--- config.mk ---
export PLATFORM = sky130hd
export DESIGN_NAME = wb_regfile_flat
export DESIGN_NICKNAME = d
export VERILOG_FILES = /design/src/rtl/mips_pkg.sv /design/src/rtl/wb_regfile_if.sv /design/src/rtl/wb_scoreboard.sv /design/src/rtl/wb_regfile.sv /design/src/flat_wrapper.sv
export SDC_FILE = /design/constraint.sdc
export NUM_CORES = 1
export LEC_CHECK = 0
export ABC_AREA = 1
export CELL_PAD_IN_SITES_DETAIL_PLACEMENT = 0
export CELL_PAD_IN_SITES_GLOBAL_PLACEMENT = 1
export CORE_MARGIN = 3
export CORE_UTILIZATION = 46
export CTS_BUF_LIST = sky130_fd_sc_hd__clkbuf_16
export DETAILED_ROUTE_END_ITERATION = 16
export GPL_TIMING_DRIVEN = 0
export PLACE_DENSITY = 0.88
export SLEW_MARGIN = 20
export SYNTH_ARGS = -nofsm -noshare
export SYNTH_HDL_FRONTEND = slang
export SYNTH_HIERARCHICAL = 1
export SYNTH_SLANG_ARGS = --single-unit
--- constraint.sdc ---
create_clock -name clk -period 7.48 [get_ports clk]
set_input_delay 0.748 -clock clk [delete_from_list [all_inputs] [get_ports clk]]
set_output_delay 0.748 -clock clk [all_outputs]
set_load 0.02 [all_outputs]
--- src/rtl/mips_pkg.sv ---
// Shared definitions for the 16-bit MIPS pipeline: word/address widths,
// register-address type and the hardwired-zero register index.
package mips_pkg;

  localparam int DATA_W = 16;
  localparam int NREG   = 8;
  localparam int ADDR_W = 3;

  typedef logic [DATA_W-1:0] word_t;
  typedef logic [ADDR_W-1:0] reg_addr_t;

  localparam reg_addr_t REG_ZERO = '0;

  // Pending-write count per register; saturates at PC_MAX.
  typedef logic [1:0] pcnt_t;
  localparam pcnt_t PC_MAX  = 2'd3;
  localparam pcnt_t PC_NONE = 2'd0;

endpackage

--- src/rtl/wb_regfile_if.sv ---
// Writeback/issue/read bundle between decode, MEM/WB and the register file.
// master = pipeline side driving requests, slave = register file.
interface wb_regfile_if;
  import mips_pkg::*;

  word_t     ans_wb;
  reg_addr_t wb_addr;
  logic      wb_en;
  logic      iss_en;
  reg_addr_t iss_addr;
  reg_addr_t rs_addr;
  reg_addr_t rt_addr;
  word_t     rs_data;
  word_t     rt_data;
  logic      stall;
  logic      sb_err;

  modport master (
    output ans_wb, wb_addr, wb_en, iss_en, iss_addr, rs_addr, rt_addr,
    input  rs_data, rt_data, stall, sb_err
  );

  modport slave (
    input  ans_wb, wb_addr, wb_en, iss_en, iss_addr, rs_addr, rt_addr,
    output rs_data, rt_data, stall, sb_err
  );

endinterface

--- src/rtl/wb_scoreboard.sv ---
// Per-register pending-write counters, sticky overflow/underflow flag and
// decode stall. Optional macro WB_BYPASS_EN discounts a same-cycle writeback.
module wb_scoreboard
  import mips_pkg::*;
(
  input  logic      clk,
  input  logic      reset,
  input  logic      iss_en,
  input  reg_addr_t iss_addr,
  input  logic      wb_en,
  input  reg_addr_t wb_addr,
  input  reg_addr_t rs_addr,
  input  reg_addr_t rt_addr,
  output logic      stall,
  output logic      sb_err
);

  pcnt_t [NREG-1:0] pc;
  pcnt_t [NREG-1:0] pc_nxt;
  logic  [NREG-1:0] inc;
  logic  [NREG-1:0] dec;
  logic  [NREG-1:0] ovf;
  logic  [NREG-1:0] unf;
  logic             busy_rs;
  logic             busy_rt;

  // An issue and a writeback to the same register cancel; r0 never counts.
  always_comb begin
    pc_nxt = pc;
    inc    = '0;
    dec    = '0;
    ovf    = '0;
    unf    = '0;
    for (int r = 1; r < NREG; r++) begin
      inc[r] = iss_en && (iss_addr == reg_addr_t'(r));
      dec[r] = wb_en  && (wb_addr  == reg_addr_t'(r));
      if (inc[r] && !dec[r]) begin
        if (pc[r] == PC_MAX) ovf[r] = 1'b1;
        else                 pc_nxt[r] = pc[r] + 2'd1;
      end else if (dec[r] && !inc[r]) begin
        if (pc[r] == PC_NONE) unf[r] = 1'b1;
        else                  pc_nxt[r] = pc[r] - 2'd1;
      end
    end
  end

  always_ff @(posedge clk or posedge reset) begin
    if (reset) begin
      pc     <= '0;
      sb_err <= 1'b0;
    end else begin
      pc <= pc_nxt;
      if (|ovf || |unf) sb_err <= 1'b1;
    end
  end

  // With forwarding, a matching writeback retires one pending write now.
  always_comb begin
    busy_rs = (rs_addr != REG_ZERO) && (pc[rs_addr] != PC_NONE);
    busy_rt = (rt_addr != REG_ZERO) && (pc[rt_addr] != PC_NONE);
`ifdef WB_BYPASS_EN
    if (wb_en && (wb_addr == rs_addr) && (rs_addr != REG_ZERO))
      busy_rs = (pc[rs_addr] > 2'd1);
    if (wb_en && (wb_addr == rt_addr) && (rt_addr != REG_ZERO))
      busy_rt = (pc[rt_addr] > 2'd1);
`endif
    stall = busy_rs || busy_rt;
  end

endmodule

--- src/rtl/wb_regfile.sv ---
// Writeback-side 8x16 register file with two combinational read ports and
// pending-write scoreboard. Optional macro WB_BYPASS_EN enables forwarding.
module wb_regfile
  import mips_pkg::*;
(
  input  logic         clk,
  input  logic         reset,
  wb_regfile_if.slave  bus
);

  word_t [NREG-1:0] regs;
  word_t            rs_val;
  word_t            rt_val;
  logic             sb_stall;
  logic             sb_err_q;

  always_ff @(posedge clk or posedge reset) begin
    if (reset) begin
      regs <= '0;
    end else if (bus.wb_en && (bus.wb_addr != REG_ZERO)) begin
      regs[bus.wb_addr] <= bus.ans_wb;
    end
  end

  always_comb begin
    rs_val = (bus.rs_addr == REG_ZERO) ? '0 : regs[bus.rs_addr];
    rt_val = (bus.rt_addr == REG_ZERO) ? '0 : regs[bus.rt_addr];
`ifdef WB_BYPASS_EN
    if (bus.wb_en && (bus.wb_addr == bus.rs_addr) && (bus.rs_addr != REG_ZERO))
      rs_val = bus.ans_wb;
    if (bus.wb_en && (bus.wb_addr == bus.rt_addr) && (bus.rt_addr != REG_ZERO))
      rt_val = bus.ans_wb;
`endif
  end

  wb_scoreboard u_sb (
    .clk      (clk),
    .reset    (reset),
    .iss_en   (bus.iss_en),
    .iss_addr (bus.iss_addr),
    .wb_en    (bus.wb_en),
    .wb_addr  (bus.wb_addr),
    .rs_addr  (bus.rs_addr),
    .rt_addr  (bus.rt_addr),
    .stall    (sb_stall),
    .sb_err   (sb_err_q)
  );

  assign bus.rs_data = rs_val;
  assign bus.rt_data = rt_val;
  assign bus.stall   = sb_stall;
  assign bus.sb_err  = sb_err_q;

endmodule

--- src/flat_wrapper.sv ---
// flat-port wrapper written by rule: the top's interface ports become plain ports
module wb_regfile_flat import mips_pkg::*;
  (clk, reset, bus_ans_wb, bus_wb_addr, bus_wb_en, bus_iss_en, bus_iss_addr, bus_rs_addr, bus_rt_addr, bus_rs_data, bus_rt_data, bus_stall, bus_sb_err);
  wb_regfile_if bus_i ();
  input  logic clk;
  input  logic reset;
  input wire logic [$bits(bus_i.ans_wb)-1:0] bus_ans_wb;
  input wire logic [$bits(bus_i.wb_addr)-1:0] bus_wb_addr;
  input wire logic [$bits(bus_i.wb_en)-1:0] bus_wb_en;
  input wire logic [$bits(bus_i.iss_en)-1:0] bus_iss_en;
  input wire logic [$bits(bus_i.iss_addr)-1:0] bus_iss_addr;
  input wire logic [$bits(bus_i.rs_addr)-1:0] bus_rs_addr;
  input wire logic [$bits(bus_i.rt_addr)-1:0] bus_rt_addr;
  output wire logic [$bits(bus_i.rs_data)-1:0] bus_rs_data;
  output wire logic [$bits(bus_i.rt_data)-1:0] bus_rt_data;
  output wire logic [$bits(bus_i.stall)-1:0] bus_stall;
  output wire logic [$bits(bus_i.sb_err)-1:0] bus_sb_err;
  assign bus_i.ans_wb = bus_ans_wb;
  assign bus_i.wb_addr = bus_wb_addr;
  assign bus_i.wb_en = bus_wb_en;
  assign bus_i.iss_en = bus_iss_en;
  assign bus_i.iss_addr = bus_iss_addr;
  assign bus_i.rs_addr = bus_rs_addr;
  assign bus_i.rt_addr = bus_rt_addr;
  assign bus_rs_data = bus_i.rs_data;
  assign bus_rt_data = bus_i.rt_data;
  assign bus_stall = bus_i.stall;
  assign bus_sb_err = bus_i.sb_err;
  wb_regfile u_core (.clk(clk), .reset(reset), .bus(bus_i));
endmodule
==> results.md, run 1 <==
Run status:
- The flow ran to the end, and the final reports show no timing, DRC or antenna violations.

CTS:
- The total CTS buffers is 17.
- The TritonCTS clock tree is done.
- The H-tree was split into 4 levels.
- In this run, post-CTS repair resized a total of 0 instances.
- The number of sinks driven by the clock tree is 143.
- Counting along the longest clock path gives a buffer depth of 2.
- After clock tree synthesis, the clock-pin slew on the worst setup and hold paths is 0.06 ns.
- Clock latency on the worst-skew pair, taken at its later pin, is 0.43 ns.
- The cell sitting at the root of the clock tree is a sky130_fd_sc_hd__clkbuf_16.
- After clock tree synthesis, the setup repair step added 0 buffers.
- The hold buffer count at CTS is 0.

Yosys:
- Ranked by instance count, the synthesized netlist is headed by 475 x sky130_fd_sc_hd__nand2_1, 191 x sky130_fd_sc_hd__inv_1, 143 x sky130_fd_sc_hd__dfrtp_1, 110 x sky130_fd_sc_hd__nand3_1, 71 x sky130_fd_sc_hd__nor2_1.
- The mean area per synthesized cell is 6.75 sq um.
- The area share of the largest cell type after synthesis is 0.404.
- In the synthesized netlist the dominant register cell turns out to be sky130_fd_sc_hd__dfrtp_1.
- By instance count, the leading cell after synthesis is sky130_fd_sc_hd__nand2_1.
- The flop and latch count out of synthesis is 143.
- For this run, asynchronously set or reset flops after synthesis account for 1.00.
- The sequential share of the synthesized area is 0.404.
- The net count after synthesis is 1357.
- After synthesis the cells add up to 8860 sq um.
- The number of distinct library cells after synthesis is 31.
- The gate count after technology mapping is 1313.
- Yosys attributes the largest share of cell area to sky130_fd_sc_hd__dfrtp_1 40%, sky130_fd_sc_hd__nand2_1 20%, sky130_fd_sc_hd__inv_1 8.1%.
- Of all cell types, the one taking the most synthesized area is sky130_fd_sc_hd__dfrtp_1.
- The number of synthesized flops with an enable pin is 0.
- Yosys printed 6 warnings.

Detailed routing:
- The first TritonRoute pass finished after 5 iterations.
- The top metal layer carrying routed signals is met4.
- The count of nets left with antenna violations once routing finished came out at 0.
- In the routed design, unresolved DRC markers number 0.
- In the final routing, the length of wire on met1 measures 12.6 mm.
- The average wire length per cell after detail routing is 18.6 microns.
- The number of DRC markers after the initial detailed-route iteration is 779.
- Wire segments on met2 add up to 14.9 mm in the final route.
- The number of vias per cell after detailed routing is 5.29.
- The amount of wire on met3 after detailed routing is 2.15 mm.
- The routed wire length is 31.1 mm.
- The routed layout has 8845 vias.

Placed design:
- During placement, the flow inserted port buffers numbering 65.
- The half-perimeter wire length after placement is 22.7 mm.
- The cell area after placement is 9870 sq um.
- The congestion estimate from routability-driven global placement came to 0.915.

Floorplan:
- From bottom edge to top edge, the die measures 145 microns.
- The die width is 145 microns.
- For this design the top-level I/O count stands at 66.
- The core region is 18800 sq um.
- The initial utilization of the core area, before any placement, comes to 0.470.
- The initialized floorplan defines 50 standard-cell rows.
- The floorplan step defined a die boundary enclosing 21000 sq um.

Setup path:
- The maximum fanout count along the critical path is 10.
- The capturing element type of the critical path is an output port.
- At the worst endpoint, the arrival time is 3.12 ns.
- The required time at the worst-slack endpoint is 6.73 ns.
- The category of the critical setup timing path is in2out.
- The startpoint type of the worst setup path is a primary input.

STA:
- Setup repair after global routing left no endpoint under its margin.
- The final setup skew is 0.00748 ns.
- The time the worst path needs with I/O delays and setup is 3.87 ns.
- The maximum clock rate is 0.259 GHz.
- Headroom to the max-slew limit came out at 0.554.
- The final worst-path cycle share is 0.517.
- The number of max-slew violations in the final report was 0.
- For the pin with the worst max-slew slack, the measured transition is 0.668 ns.
- The setup TNS is 0 ns.
- The hold violation count in the final report came to 0.
- Setup violations remaining at the end of the flow were counted as 0.

Hold path:
- The worst min-delay path class is reg2reg.

Global routing:
- The global router's overall resource usage is 0.305.
- Entering global routing, the biggest net connects 80 pins.
- The first global-routing pass estimated 47.6 mm of wire.
- The number of antenna violations at the first check in global routing is 0.
- Global routing finished with a remaining overflow of 0.
- The number of global-route vias before repair was 8579.

Pwr:
- For this design the ratio of total power to cell area is 246 nW/um^2.
- The analysis attributes to cell leakage a power of 5.45 nW.
- The worst supply voltage drop on vdd is 0.000148 V.

Layout:
- After filler insertion, the fill cell instance count of the layout stands at 1904.
- Compared with the post-synthesis result, the final layout area differs by 18.1%.
- After routing the design area is 10500 sq um.
- The number of diodes added for antenna fixing is 0.
- The utilization after layout is 0.556.
- At the end of the flow, the number of nets in the layout was 1442.
- Of the cells placed in the final design, the portion with a size suffix greater than 1 is 0.0808.

Job:
- The tool flagged a number of max-cap violations equal to 0.
## state kept, by name, summed over array words and instances (netlist names)
signal	flops
u_core/u_sb/sb_err	1
u_core/u_sb/pc	14
u_core/regs	128
## metrics by stage
step                      hold slack, ns  power [mW]  setup slack (ns)  std cells
after floorplan                    0.429        1.45              3.32       1313
after global placement             0.441        1.68              1.27       1638
after detailed placement           0.448        1.70              3.64       1639
after CTS                          0.462        2.58              3.64       1671
after global routing               0.473        2.71              3.56       1671
final                              0.459        2.57              3.61       1671
## cells in the final DEF (no fill, tap or decap), types with 3 or more instances in the layout
master / count
sky130_fd_sc_hd__nand3_1: 110
sky130_fd_sc_hd__bufinv_16: 3
sky130_fd_sc_hd__dfrtp_1: 143
sky130_fd_sc_hd__buf_4: 7
sky130_fd_sc_hd__o211ai_1: 57
sky130_fd_sc_hd__o21ai_1: 50
sky130_fd_sc_hd__clkbuf_1: 22
sky130_fd_sc_hd__buf_2: 44
sky130_fd_sc_hd__a31oi_1: 3
sky130_fd_sc_hd__buf_6: 10
sky130_fd_sc_hd__xor2_1: 4
sky130_fd_sc_hd__ha_1: 12
sky130_fd_sc_hd__nand2_1: 475
sky130_fd_sc_hd__o21ai_0: 68
sky130_fd_sc_hd__a21oi_1: 6
sky130_fd_sc_hd__clkbuf_16: 17
sky130_fd_sc_hd__clkdlybuf4s50_1: 65
sky130_fd_sc_hd__inv_1: 192
sky130_fd_sc_hd__nor3_1: 7
sky130_fd_sc_hd__inv_2: 10
sky130_fd_sc_hd__clkinv_2: 3
sky130_fd_sc_hd__nor2_2: 3
sky130_fd_sc_hd__clkinv_4: 3
sky130_fd_sc_hd__nor2_1: 71
sky130_fd_sc_hd__o22ai_1: 4
## layout make-up
cell class / count / area, sq um / share of cell area
Multi-Input combinational cell: 883 / 4050 / 0.386
Sequential cell: 143 / 3580 / 0.342
Inverter: 201 / 762 / 0.0728
Timing Repair Buffer: 66 / 678 / 0.0648
Buffer: 86 / 480 / 0.0459
Clock buffer: 17 / 425 / 0.0406
Tap cell: 260 / 325 / 0.0311
Clock inverter: 15 / 171 / 0.0164
## routing by layer
| layer | track usage | vias up |
|---|---|---|
| met1 | 0.378 | 4141 |
| li1 | - | 4254 |
| met5 | 0 | - |
| met3 | 0.0532 | 84 |
| met4 | 0.144 | 0 |
| met2 | 0.515 | 366 |
## logic make-up after synthesis
family / Yosys count / share of synthesized area
AO/OA/AOI/OAI: 191 / 0.126
XOR/XNOR: 5 / 0.00494
adder cells (fa/ha/maj): 12 / 0.0169
buffers and inverters: 287 / 0.139
flip-flops: 143 / 0.404
AND/OR/NAND/NOR: 675 / 0.309
## worst max-delay path: stages
cell,delay [ns]
sky130_fd_sc_hd__clkdlybuf4s50_1,0.50
sky130_fd_sc_hd__buf_2,0.21
sky130_fd_sc_hd__clkbuf_1,0.50
sky130_fd_sc_hd__o211ai_1,0.23
sky130_fd_sc_hd__nand2_1,0.14
sky130_fd_sc_hd__nand2_1,0.06
sky130_fd_sc_hd__nand2_1,0.10
sky130_fd_sc_hd__clkdlybuf4s50_1,0.61
## where the power goes
part / leakage [nW] / internal (mW) / total [mW] / switching (mW)
logic: 3.34 / 0.247 / 0.678 / 0.431
clock network: 0.296 / 0.523 / 0.878 / 0.355
registers: 1.81 / 0.916 / 1.02 / 0.101
## final timing paths
kind,slack (ns),to,start,depth (start not counted)
max in group asynchronous,6.00,u_core/regs[12],reset,3
max,3.61,bus_rs_data[1],bus_rs_addr[1],8
min,0.46,u_core/regs[7],u_core/regs[7],1
min in group asynchronous,0.75,u_core/regs[127],reset,2
min reg2reg,0.46,u_core/regs[7],u_core/regs[7],1
max reg2reg,6.34,u_core/u_sb/pc[8],u_core/u_sb/pc[8],4
Power figures use the tool's default switching activity.
==> run 2: changes to the inputs <==
CORE_UTILIZATION = 43   (was 46)
PLACE_DENSITY = 0.83   (was 0.88)
clock period = 3.9 ns   (was 7.48 ns; I/O delays follow)
==> run 2 against run 1 <==
Die area is 6.7% higher. Routed wire length fell by 0.52%. Sequential cell count unchanged. Worst hold slack worse by 0.067 ns. Combinational power rose by 92%. Final area shrank 0.11%. Sequential power up 90%.
==> results.md, run 2 (synthesized netlist as in run 1, its figures left out) <==
CTS:
- The maximum root-to-sink buffer count was 2 (unchanged).
- The TritonCTS clock tree is done (unchanged).
- The clock latency on the worst-skew pair is 0.43 ns (about the same).
- The master cell of the clock root buffer is sky130_fd_sc_hd__clkbuf_16 (unchanged).
- The total CTS buffers came to 17 (unchanged).
- The post-cts repair resize count is 0 (unchanged).
- The hold buffer count at CTS is 0 (unchanged).
- The number of buffers added for setup after CTS came to 0 (unchanged).
- The total number of H-tree levels is 4 (unchanged).
- The number of sinks driven by the clock tree came to 143 (unchanged).
- The post-CTS clock slew at the launch and capture registers of the worst setup and hold paths is 0.07 ns (was 0.06 ns).

STA:
- The time the worst path needs with I/O delays and setup is 3.15 ns.
- The setup TNS is 0 ns (unchanged).
- Unrepaired setup endpoints after global routing: no (unchanged).
- The total of endpoints with negative setup slack in the final report came to 0 (unchanged).
- The final setup skew was 0.0109 ns (was 0.00748 ns).
- The hold violation count in the final report is 0 (unchanged).
- Of the available clock period, the critical path in the final layout requires 0.808.
- The relative max-transition margin is 0.538 (was 0.554).
- The maximum clock rate is 0.317 GHz.
- The number of max-slew violations in the final report came to 0 (unchanged).
- The worst hold slack after final layout is 0.392 ns (was 0.459 ns).
- The slew at the pin closest to its max-slew limit is 0.692 ns (was 0.668 ns).

Global routing:
- The global router's overall resource usage is 0.285 (was 0.305).
- The maximum number of pins on one net before global-route repair is 72 (was 80).
- The number of antenna violations at the first check in global routing is 0 (unchanged).
- The met1 routing resource usage after global routing is 0.365 (was 0.378).
- The number of global-route vias before repair was 8555 (was 8579).
- The first-pass GRT wire length is 48.0 mm (was 47.6 mm).
- The met3 usage is 0.0563 (was 0.0532).
- The global routing met2 resource utilization is 0.491 (was 0.515).
- The total congestion overflow after global routing was 0 (unchanged).
- The most utilized layer in the global route result is met2 (unchanged).

Detailed routing:
- The via count is 8773 (was 8845).
- The DRC violations left is 0 (unchanged).
- The routed wire length was 30.9 mm (was 31.1 mm).
- The detailed-router iteration count before antenna repair is 9 (was 5).
- The number of vias per cell after detailed routing is 5.24 (was 5.29).
- The average wire length per cell after detail routing is 18.4 microns (was 18.6 microns).
- The post-route antenna net violation count is 0 (unchanged).
- The number of DRC markers after the initial detailed-route iteration is 779 (unchanged).

Layout:
- The largest register by flop count is u_core/regs (unchanged).
- The number of non-filler instances in the completed layout is 1675 (was 1671).
- Biggest registers after layout: u_core/regs x128, u_core/u_sb/pc x14, u_core/u_sb/sb_err x1 (unchanged).
- The area overhead of the layout relative to synthesis came to 18.0% (was 18.1%).
- The number of fillers in the final layout is 2072 (was 1904).
- The post-route cell area is 10500 sq um (about the same).
- Commonest non-fill, non-tap cells in the layout: 475 x sky130_fd_sc_hd__nand2_1, 193 x sky130_fd_sc_hd__inv_1, 143 x sky130_fd_sc_hd__dfrtp_1 (was 475 x sky130_fd_sc_hd__nand2_1, 192 x sky130_fd_sc_hd__inv_1, 143 x sky130_fd_sc_hd__dfrtp_1).
- The flip-flop count of the largest register, all copies and words added is 128 (unchanged).
- The number of nets in the finished design is 1442 (unchanged).
- The most common cell after layout, fill and taps aside is sky130_fd_sc_hd__nand2_1 (unchanged).
- The share of cells above drive strength 1 is 0.0780 (was 0.0808).
- The number of diodes added for antenna fixing is 0 (unchanged).

Floorplan:
- The number of rows created at floorplan is 51 (was 50).
- The die width is 150 microns (was 145 microns).
- The total I/O pin count came to 66 (unchanged).
- The die extent in y is 150 microns (was 145 microns).
- The core footprint is 19800 sq um (was 18800 sq um).
- The area enclosed by the die boundary was 22400 sq um (was 21000 sq um).
- The starting density of the core is 0.446 (was 0.470).

Placed design:
- The number of placed cells counting well taps is 1644 (was 1639).
- The routability-driven placement congestion ratio was 0.897 (was 0.915).
- The count of input and output buffers is 65 (unchanged).
- The half-perimeter wire length after placement came to 22.9 mm (was 22.7 mm).
- The cell area after placement is 9880 sq um (was 9870 sq um).

Run status:
- Result of the run: finished, final reports clean (unchanged).

Pwr:
- The power density normalized to cell area was 467 nW/um^2 (was 246 nW/um^2).
- The static leakage is 5.44 nW (was 5.45 nW).
- The worst supply voltage drop on vdd came to 0.000265 V (was 0.000148 V).

Setup path:
- The required time at the worst-slack endpoint is 3.51 ns (was 6.73 ns).
- The startpoint type of the worst setup path is a primary input (unchanged).
- The capturing element type of the critical path is an output port (unchanged).
- The maximum fanout count along the critical path is 10 (unchanged).
- The worst reg2reg path depth is 4 (unchanged).
- The category of the critical setup timing path is in2out (unchanged).
- The worst path arrival time was 2.76 ns (was 3.12 ns).

Hold path:
- The worst min-delay path class is in2async (was reg2reg).

Job:
- The number of violations of the max-capacitance limit is 0 (unchanged).
## run 2: worst max-delay path: stages
cell and delay (ns):
sky130_fd_sc_hd__clkdlybuf4s50_1 0.64, sky130_fd_sc_hd__inv_2 0.20, sky130_fd_sc_hd__buf_2 0.26, sky130_fd_sc_hd__nand2_1 0.09, sky130_fd_sc_hd__nand3_1 0.06, sky130_fd_sc_hd__nand2_1 0.12
sky130_fd_sc_hd__nor2_1 0.06, sky130_fd_sc_hd__nor2_1 0.26, sky130_fd_sc_hd__clkdlybuf4s50_1 0.67
## run 2: per-layer routing
layer	wire length [microns]	part of all wire
met5	0	0
met2	14800	0.48
met1	13000	0.42
met4	792	0.026
met3	2360	0.076
## run 2: layout make-up
class                      count  area (sq um)  share of cell area
buffer                        86           480              0.0460
clock buffer                  17           425              0.0407
clock inverter                14           154              0.0147
inverter                     201           762              0.0729
multi-input combinational    883          4050               0.387
sequential                   143          3580               0.342
tap                          265           332              0.0317
timing repair buffer          66           678              0.0649
## run 2: path summary, 6_finish.rpt
kind                       slack, ns                 to         startpoint
setup / recovery                0.75     bus_rt_data[3]     bus_rt_addr[0]
hold / removal                  0.39    u_core/regs[80]              reset
setup reg to reg                2.76  u_core/u_sb/pc[8]  u_core/u_sb/pc[8]
hold reg to reg                 0.46     u_core/regs[0]     u_core/regs[0]
max in group asynchronous       2.77    u_core/regs[63]              reset
min in group clk                0.46     u_core/regs[0]     u_core/regs[0]
## run 2: report_power, final
part / total [mW] / internal, mW / leakage (nW) / switching (mW)
sequential: 1.94 / 1.76 / 1.81 / 0.187
combinational: 1.30 / 0.474 / 3.34 / 0.829
clock: 1.64 / 0.990 / 0.284 / 0.650
## run 2: through the flow
step	setup slack (ns)	util	power, mW
4_1_cts	0.825	0.527	4.91
6_report	0.749	0.527	4.89
3_5_place_dp	0.826	0.498	3.26
3_3_place_gp	-1.99	0.496	3.24
5_1_grt	0.621	0.527	5.18
2_1_floorplan	0.0974	-	2.79
==> run 3: changes to the inputs <==
CORE_UTILIZATION = 39   (was 43)
PLACE_DENSITY = 0.8   (was 0.83)
clock period = 2.8 ns   (was 3.9 ns; I/O delays follow)
==> run 3 against run 2 <==
Worst hold slack got worse by 0.082 ns. Clock power increased by 46%. Sequential cell count stayed put. Worst setup slack worse by 0.69 ns. Largest cell class unchanged. Highest routed layer unchanged.
==> results.md, run 3 (synthesized netlist as in run 1, its figures left out) <==
Floorplan:
- The die extent in y came to 157 microns (was 150 microns).
- The total I/O pin count is 66 (unchanged).
- The die width was 157 microns (was 150 microns).
- The core footprint is 22100 sq um (was 19800 sq um).
- The starting density of the core was 0.401 (was 0.446).
- The number of rows created at floorplan is 54 (was 51).
- The area enclosed by the die boundary came to 24600 sq um (was 22400 sq um).

Pwr:
- The power spent charging and discharging nets came to 2.41 mW (was 1.67 mW).
- The sequential share of power came to 0.390 (was 0.398).
- The total power came to 6.93 mW (was 4.89 mW).
- The worst supply voltage drop on vdd is 0.000422 V (was 0.000265 V).
- The switching share of power is 0.348 (was 0.341).
- The power density normalized to cell area is 653 nW/um^2 (was 467 nW/um^2).
- The fraction of power consumed by the clock network came to 0.347 (was 0.336).
- The total internal power came to 4.52 mW (was 3.22 mW).
- The combinational share of power is 0.263 (was 0.267).
- The static leakage is 5.63 nW (was 5.44 nW).

CTS:
- The post-CTS clock slew at the launch and capture registers of the worst setup and hold paths is 0.06 ns (was 0.07 ns).
- The total number of H-tree levels was 4 (unchanged).
- The TritonCTS clock tree was done (unchanged).
- The number of buffers added for setup after CTS was 0 (unchanged).
- The hold buffer count at CTS is 0 (unchanged).
- The clock latency on the worst-skew pair is 0.43 ns (about the same).
- The number of sinks driven by the clock tree is 143 (unchanged).
- The maximum root-to-sink buffer count is 2 (unchanged).
- The total CTS buffers came to 17 (unchanged).
- The master cell of the clock root buffer is sky130_fd_sc_hd__clkbuf_16 (unchanged).

Layout:
- Biggest registers after layout: u_core/regs x128, u_core/u_sb/pc x14, u_core/u_sb/sb_err x1 (unchanged).
- The share of cells above drive strength 1 is 0.0863 (was 0.0780).
- Commonest non-fill, non-tap cells in the layout: 474 x sky130_fd_sc_hd__nand2_1, 191 x sky130_fd_sc_hd__inv_1, 143 x sky130_fd_sc_hd__dfrtp_1 (was 475 x sky130_fd_sc_hd__nand2_1, 193 x sky130_fd_sc_hd__inv_1, 143 x sky130_fd_sc_hd__dfrtp_1).
- The area overhead of the layout relative to synthesis is 19.7% (was 18.0%).
- The number of diodes added for antenna fixing came to 0 (unchanged).
- The most common cell after layout, fill and taps aside is sky130_fd_sc_hd__nand2_1 (unchanged).
- The number of non-filler instances in the completed layout is 1694 (was 1675).
- The largest register by flop count was u_core/regs (unchanged).
- The number of nets in the finished design is 1445 (was 1442).
- The flip-flop count of the largest register, all copies and words added is 128 (unchanged).

Global routing:
- The total congestion overflow after global routing is 0 (unchanged).
- The global router's overall resource usage is 0.260 (was 0.285).
- The number of global-route vias before repair is 8593 (was 8555).
- The number of antenna violations at the first check in global routing came to 0 (unchanged).
- The first-pass GRT wire length is 48.1 mm (was 48.0 mm).
- The maximum number of pins on one net before global-route repair is 32 (was 72).

STA:
- The relative max-transition margin is 0.546 (was 0.538).
- The maximum clock rate is 0.365 GHz.
- The final setup skew is 0.00161 ns (was 0.0109 ns).
- The number of max-slew violations in the final report was 0 (unchanged).
- The hold violation count in the final report is 0 (unchanged).
- The slew at the pin closest to its max-slew limit is 0.680 ns (was 0.692 ns).
- Dividing the final minimum period by the clock period gives 0.978.
- For the finished layout, the period the worst path requires is 2.74 ns.
- Unrepaired setup endpoints after global routing: no (unchanged).
- The total of endpoints with negative setup slack in the final report was 0 (unchanged).

Setup path:
- The launch point of the worst path is bus_rs_addr[0] (was bus_rt_addr[0]).
- The startpoint type of the worst setup path was a primary input (unchanged).
- The cell repeated most along the worst path is sky130_fd_sc_hd__nand2_1.
- The worst path arrival time was 2.46 ns (was 2.76 ns).
- The capturing element type of the critical path is an output port (unchanged).
- The critical path's largest stage delay is 0.62 ns (was 0.67 ns).
- The category of the critical setup timing path is in2out (unchanged).
- The required time at the worst-slack endpoint is 2.52 ns (was 3.51 ns).
- The cell at the slowest stage of the critical path is sky130_fd_sc_hd__clkdlybuf4s50_1 (unchanged).
- Worst-path cell chain: clkdlybuf4s50_1, buf_2, buf_6, buf_6, o211ai_1, nand2_1, nand2_1, nand2_1, clkdlybuf4s50_1 (was clkdlybuf4s50_1, inv_2, buf_2, nand2_1, nand3_1, nand2_1, nor2_1, nor2_1, clkdlybuf4s50_1).
- The maximum fanout count along the critical path came to 10 (unchanged).
- The worst flop-to-flop path startpoint is u_core/u_sb/pc[8] (unchanged).
- The worst reg2reg path depth is 4 (unchanged).

Detailed routing:
- The via count came to 8805 (was 8773).
- The detailed-router iteration count before antenna repair was 6 (was 9).
- The number of DRC markers after the initial detailed-route iteration is 784 (was 779).
- The DRC violations left is 0 (unchanged).
- The number of vias per cell after detailed routing is 5.20 (was 5.24).
- The post-route antenna net violation count is 0 (unchanged).
- The routed wire length came to 31.1 mm (was 30.9 mm).
- The average wire length per cell after detail routing is 18.4 microns (about the same).

Job:
- The number of violations of the max-capacitance limit came to 0 (unchanged).

Placed design:
- The number of placed cells counting well taps is 1662 (was 1644).
- The routability-driven placement congestion ratio came to 0.917 (was 0.897).
- The half-perimeter wire length after placement is 23.4 mm (was 22.9 mm).
- The count of input and output buffers is 65 (unchanged).

Run status:
- Result of the run: finished, final reports clean (unchanged).

Hold path:
- The worst min-delay path class is in2async (unchanged).
-- run 3: cell types whose count changed in the layout (fill, tap and decap cells not counted), sizes merged --
cell	before	now
clkdlybuf4s50	65	48
dlymetal6s2s	0	11
dlygate4sd2	0	6
clkbuf	40	45
clkinv	5	2
inv	204	207
buf	64	62
clkinvlp	3	4
-- run 3: through the flow --
| stage | utilization | hold WS, ns | area, sq um | worst slack [ns] | TNS [ns] |
|---|---|---|---|---|---|
| 6_report | 0.480 | 0.310 | 10600 | 0.0621 | 0 |
| 5_1_grt | 0.480 | 0.384 | 10600 | 0.00218 | 0 |
| 4_1_cts | 0.478 | 0.334 | 10600 | 0.00525 | 0 |
| 3_5_place_dp | 0.450 | 0.450 | 9950 | -0.0700 | -0.299 |
| 3_3_place_gp | 0.446 | 0.441 | 9860 | -0.432 | -53.97 |
| 2_1_floorplan | - | 0.181 | 8860 | 0.939 | 0 |
-- run 3: path summary, 6_finish.rpt --
check,endpoint,slack (ns)
setup / recovery,bus_rs_data[15],0.06
hold / removal,u_core/regs[127],0.31
setup reg to reg,u_core/u_sb/pc[8],1.67
hold reg to reg,u_core/regs[7],0.46
max in group asynchronous,u_core/regs[9],1.67
min in group clk,u_core/regs[117],0.43
-- run 3: repair_timing --
| item | CTS | global route |
|---|---|---|
| endpoints found under the setup margin | 9 | 25 |
| resized for setup | 9 | 20 |
| gates cloned | 0 | 0 |
| endpoints found under the hold margin | 0 | 0 |
-- run 3: routing by layer --
layer,up-vias,global-route usage,share of wire
li1,4268,-,-
met1,4151,0.342,0.43
met2,314,0.431,0.47
met3,72,0.0437,0.066
met4,0,0.0996,0.038
met5,-,0,0
-- run 3: critical path: cells and delay by family --
kind	cells	cell delay, ns
simple gates	3	0.25
compound gates	1	0.11
buf+inv	5	1.81
-- run 3: area by class of cell --
class	instances	area, sq um
fillers	2332	11500
inverters	201	758
flip-flops and latches	143	3580
multi-input cells	883	4060
plain buffers	86	498
repair buffers	69	758
clock inverters	15	181
well taps	280	350
clock buffers	17	425
-- run 3: power by group through the flow --
stage,logic [mW],registers (mW),clock network [mW]
4_1_cts,1.83,2.70,2.43
2_1_floorplan,1.21,2.67,0
5_1_grt,2.06,2.76,2.53
3_3_place_gp,1.79,2.73,0
3_5_place_dp,1.83,2.74,0
6_report,1.82,2.70,2.40
